File: src/rtl/boundary_scan_register.sv
// Boundary-scan data register chain: WIDTH capture/shift cells with update stage and test/normal pin mux.
// Latency: capture/shift/update take effect on the next clk edge; tdo and par_out are combinational from state.
// Backpressure: none; TAP commands are accepted every cycle, capture_dr wins over shift_dr.
module boundary_scan_register #(
    parameter int               WIDTH     = 8,
    parameter logic [WIDTH-1:0] UPD_RESET = {WIDTH{1'b0}},
    parameter int               CW        = $clog2(WIDTH)
) (
    input  logic             clk,
    input  logic             rst_n,
    input  logic [WIDTH-1:0] par_in,
    output logic [WIDTH-1:0] par_out,
    input  logic             tdi,
    output logic             tdo,
    input  logic             capture_dr,
    input  logic             shift_dr,
    input  logic             update_dr,
    input  logic             mode,
    output logic [CW-1:0]    shift_cnt,
    output logic             cnt_wrap
);

    localparam logic [CW-1:0] CNT_MAX = CW'(WIDTH - 1);

    logic [WIDTH-1:0] cap_q, cap_d;
    logic [WIDTH-1:0] upd_q, upd_d;
    logic [CW-1:0]    cnt_q, cnt_d;
    logic             wrap_q, wrap_d;

    always_comb begin
        cap_d  = cap_q;
        cnt_d  = cnt_q;
        wrap_d = 1'b0;
        // update samples the pre-edge capture word, regardless of capture/shift this cycle
        upd_d  = update_dr ? cap_q : upd_q;
        if (capture_dr) begin
            cap_d = par_in;
            cnt_d = '0;
        end else if (shift_dr) begin
            cap_d  = {tdi, cap_q[WIDTH-1:1]};
            wrap_d = (cnt_q == CNT_MAX);
            cnt_d  = (cnt_q == CNT_MAX) ? '0 : cnt_q + 1'b1;
        end
    end

    always_ff @(posedge clk or negedge rst_n) begin
        if (!rst_n) begin
            cap_q  <= '0;
            upd_q  <= UPD_RESET;
            cnt_q  <= '0;
            wrap_q <= 1'b0;
        end else begin
            cap_q  <= cap_d;
            upd_q  <= upd_d;
            cnt_q  <= cnt_d;
            wrap_q <= wrap_d;
        end
    end

    assign tdo       = cap_q[0];
    assign par_out   = mode ? upd_q : par_in;
    assign shift_cnt = cnt_q;
    assign cnt_wrap  = wrap_q;

endmodule
File: config.mk
export PLATFORM = sky130hd
export DESIGN_NAME = boundary_scan_register
export DESIGN_NICKNAME = d
export VERILOG_FILES = /design/src/rtl/boundary_scan_register.sv
export SDC_FILE = /design/constraint.sdc
export NUM_CORES = 1
export LEC_CHECK = 0
export CAP_MARGIN = 10
export CORE_MARGIN = 3
export CORE_UTILIZATION = 45
export DETAILED_ROUTE_END_ITERATION = 6
export GPL_TIMING_DRIVEN = 0
export PLACE_DENSITY = 0.8
export SYNTH_ARGS = -nofsm -noshare
export SYNTH_HDL_FRONTEND = slang
export SYNTH_SLANG_ARGS = --single-unit
File: constraint.sdc
create_clock -name clk -period 4.09 [get_ports clk]
set_clock_uncertainty 0.1 [all_clocks]
set_input_delay 0.6135 -clock clk [delete_from_list [all_inputs] [get_ports clk]]
set_output_delay 0.6135 -clock clk [all_outputs]
set_load 0.01 [all_outputs]
==> PnR_summary.wiki, run 1 <==
{| class="wikitable"
! Metric !! Value
|-
| Sequential cell area fraction in the yosys report || 0.531
|-
| Boundary Pins || 28
|-
| CTS root buf || clkbuf_4
|-
| GRT overflow || 0
|-
| Worst R2R End || shift_cnt[0]
|-
| Synthesis-to-layout area growth || 31.2%
|-
| Transition at the pin with the smallest max-transition slack || about 0.85 ns
|-
| Post-Syn Nets || 93
|-
| Static leakage power || ~0.56 nW
|-
| Die Span Y || 51.8 um
|-
| Fmax || 397 MHz
|-
| Area of the core || approximately 0.0019 mm2
|-
| Pre-CTS setup slack || 1.57 ns
|-
| Critical Path End Type || output pin
|-
| Period Utilization, post-route || 0.616
|-
| DRT Pass-1 Iters || 4
|-
| Half-perimeter wire length of the detailed placement result || 1350 um
|-
| Count of cells along the worst register-to-register path || 4
|-
| Post-detailed-route DRC marker count || 0
|-
| Antenna violations before repair || 0
|-
| Cell Rows || 15
|-
| Maximum clock insertion buffer count || 2
|-
| Worst Hold Path EP || upd_q[4]
|-
| GR Util met3 || 0.0315
|-
| Detailed-route wire length per cell || 14.7 um
|-
| First-pass GRT wire length || about 3200 um
|-
| Number of levels in the clock H-tree || 1
|-
| Top area cells in the synthesized netlist || dfrtp_1 53%, mux2_2 19%, mux2i_1 11%, o21ai_1 3.7%, nand2_1 3.6%
|-
| Initial drt markers || 4
|-
| Top-area cell type share of the netlist area || 0.531
|-
| Crit Path Max Fanout || 2
|-
| Cell taking the most area after synthesis || dfrtp_1
|-
| Critical path data required time || between 3 and 4 ns
|-
| Remaining antenna violation count || 0
|-
| Vias after detailed routing || 671
|-
| RSZ-0062 raised after global routing || no
|-
| Buffers on Ports || 24
|-
| Crit path arrival time || around 1.8 ns
|-
| Cell Chain, Critical Path || clkdlybuf4s50_1 > mux2_2 > clkdlybuf4s50_1
|-
| Synth Warn # || 0
|-
| Pwr dens || ~340 mW/mm2
|-
| Result of the run || completed
|-
| Worst path setup slack after routing || ~1.6 ns
|-
| Number of instances resized during post-cts repair || 0
|-
| Synthesized instance count || 76
|-
| Most utilized layer in the global route result || met2
|-
| Number of distinct library cells after synthesis || 14
|-
| Global-route total usage across every layer || 0.165
|-
| Largest net degree at the start of global routing || 21
|-
| # hold bufs at CTS || 0
|-
| Cell area after technology mapping || roughly 940 um2
|-
| Number of cells on the worst hold path || 1
|-
| Placed standard-cell area || around 0.0012 mm2
|-
| Kind of path behind the tightest hold check || flip-flop to flip-flop
|-
| Register-to-register setup slack || roughly 2.6 ns
|-
| Critical Path Slowest Stage Cell || clkdlybuf4s50_1
|-
| Delay of the slowest critical-path stage || slightly below 0.5 ns
|-
| Grt met2 use || 0.273
|-
| Post-route cell area || around 0.0012 mm2
|-
| Number of global-route vias before repair || 730
|-
| Total clock buffers created by CTS || 3
|-
| Weighted congestion at the end of routability-driven global placement || roughly 0.75
|-
| Setup Total Neg Slack || 0 ns
|-
| CP startpoint kind || primary input
|-
| Max-capacitance violation count || 0
|-
| Number of setup violations in the final report || 0
|-
| Flops & latches, synth || 20
|-
| WS Path Type || primary input to output pin
|-
| Starting utilization of the core area || 0.508
|-
| Largest delay contributor family on the critical path || buffers and inverters
|-
| Layout Utilization || 0.666
|-
| Die ar. || between 0.002 and 0.003 mm2
|-
| Overall power of the completed layout || 0.422 mW
|-
| Die Wd || about 52 um
|-
| Beginning of the worst register-to-register path || shift_cnt[0]
|-
| TritonCTS clock tree || done
|-
| Final hold violations || 0
|-
| Detailed Route WL || approximately 1900 um
|-
| Clk Latency, worst-skew pair || 0.30 ns
|-
| Buffer count from post-CTS setup fixing || 0
|-
| Beginning of the worst hold path || upd_q[4]
|-
| Peak supply drop || 0.000259 V
|-
| Buffering stage count on the worst path with inverters included || 2
|-
| Synthesized area divided by synthesized cell count || about 12 um2
|-
| M1 GR Usage || 0.205
|-
| Clock slew seen by the registers of the worst setup and hold paths || approximately 0.10 ns
|-
| CTS sink cnt || 20
|-
| Proportion of layout cells with a drive suffix above 1 || 0.223
|-
| Slew margin rel. || 0.435
|-
| Diode insertion count for antenna repair || 0
|-
| Number of vias per cell || approximately 5.2
|-
| Max Slew Vio Count || 0
|-
| Critical Path Most Common Cell || clkdlybuf4s50_1
|-
| Number of nets in the layout || 122
|-
| Final critical-path required period || 2.52 ns
|}
==> layer usage <==
metal  wire length [um]  up-vias
li1                   -      321
met1                831      324
met2                929       22
met3                 94        4
met4                 25        0
met5                  0        -
==> cell usage in the layout (no fill, tap or decap) <==
| cell | count |
|---|---|
| nor2_1 | 3 |
| nand2b_1 | 1 |
| buf_2 | 2 |
| o21ai_0 | 1 |
| or3b_1 | 1 |
| dfrtp_1 | 20 |
| a21oi_2 | 1 |
| clkdlybuf4s50_1 | 24 |
| clkbuf_4 | 3 |
| mux2i_1 | 10 |
| clkbuf_1 | 2 |
| buf_6 | 1 |
| ha_1 | 2 |
| nand2_1 | 9 |
| o21ai_1 | 7 |
| mux2_2 | 16 |
==> cell type report <==
| class | count | area (um2) |
|---|---|---|
| plain buffers | 5 | 28.8 |
| clock buffers | 3 | 22.5 |
| fillers | 147 | 621 |
| multi-input cells | 51 | 414 |
| flip-flops and latches | 20 | 500 |
| well taps | 25 | 31.3 |
| repair buffers | 24 | 240 |
==> registers in the layout (all words and copies together), names as in the netlist <==
signal / flops
cap_q: 8
upd_q: 8
shift_cnt: 3
cnt_wrap: 1
==> power by group <==
part	internal, mW	switching, mW
sequential	0.219	0.0138
combinational	0.0601	0.0386
clock	0.0343	0.0559
==> logic make-up after synthesis <==
group | count (synthesis) | share of synthesized area
compound gates | 9 | 0.0517
fa+ha+maj | 2 | 0.0265
simple gates | 14 | 0.0637
flops | 20 | 0.531
mux | 26 | 0.297
buf+inv | 5 | 0.0305
==> metrics by stage <==
| step | std cells | hold slack (ns) |
|---|---|---|
| finish | 128 | 0.414 |
| global route | 128 | 0.437 |
| detailed placement | 125 | 0.391 |
| CTS | 128 | 0.419 |
| global placement | 125 | 0.385 |
| floorplan | 76 | 0.218 |
==> synth_stat cells (all sizes together) <==
master	n
dfrtp	20
mux2i	10
nand2b	1
ha	2
mux2	16
nor2	3
or3b	1
buf	3
clkbuf	2
nand2	9
o21ai	8
a21oi	1
==> worst max path at each step <==
stage | from | to | slack (ns) | cells after the start
global route | par_in[0] | par_out[0] | 1.54 | 3
CTS | par_in[0] | par_out[0] | 1.56 | 3
finish | par_in[0] | par_out[0] | 1.57 | 3
global placement | par_in[0] | par_out[0] | 1.58 | 3
detailed placement | par_in[0] | par_out[0] | 1.57 | 3
floorplan | mode | par_out[0] | 2.23 | 2
Power figures use the tool's default switching activity.
==> run 2, diff against run 1 <==
Clock period 4.09 ns to 2.44 ns, I/O delays scaled along.
==> results of run 2 <==
The final DEF is identical to that of run 1. Status: completed.
Among the figures that moved: setup slack after placement 1.57 ns -> 0.413 ns; setup slack after layout 1.57 ns -> 0.415 ns; hold slack 0.414 ns -> 0.378 ns; register-to-register setup slack 2.58 ns -> 0.93 ns; total power 0.422 mW -> 0.707 mW; worst IR drop on VDD 0.000259 V -> 0.000433 V
==> run 3, diff against run 2 <==
Clock period 2.44 ns to 1.9 ns, I/O delays scaled along.
==> results of run 3 <==
The final DEF is identical to that of run 1. Status: completed.
Among the figures that moved: setup slack after placement 1.57 ns -> 0.0345 ns; setup slack after layout 1.57 ns -> 0.0371 ns; hold slack 0.414 ns -> 0.297 ns; register-to-register setup slack 2.58 ns -> 0.39 ns; total power 0.422 mW -> 0.908 mW; worst IR drop on VDD 0.000259 V -> 0.000557 V
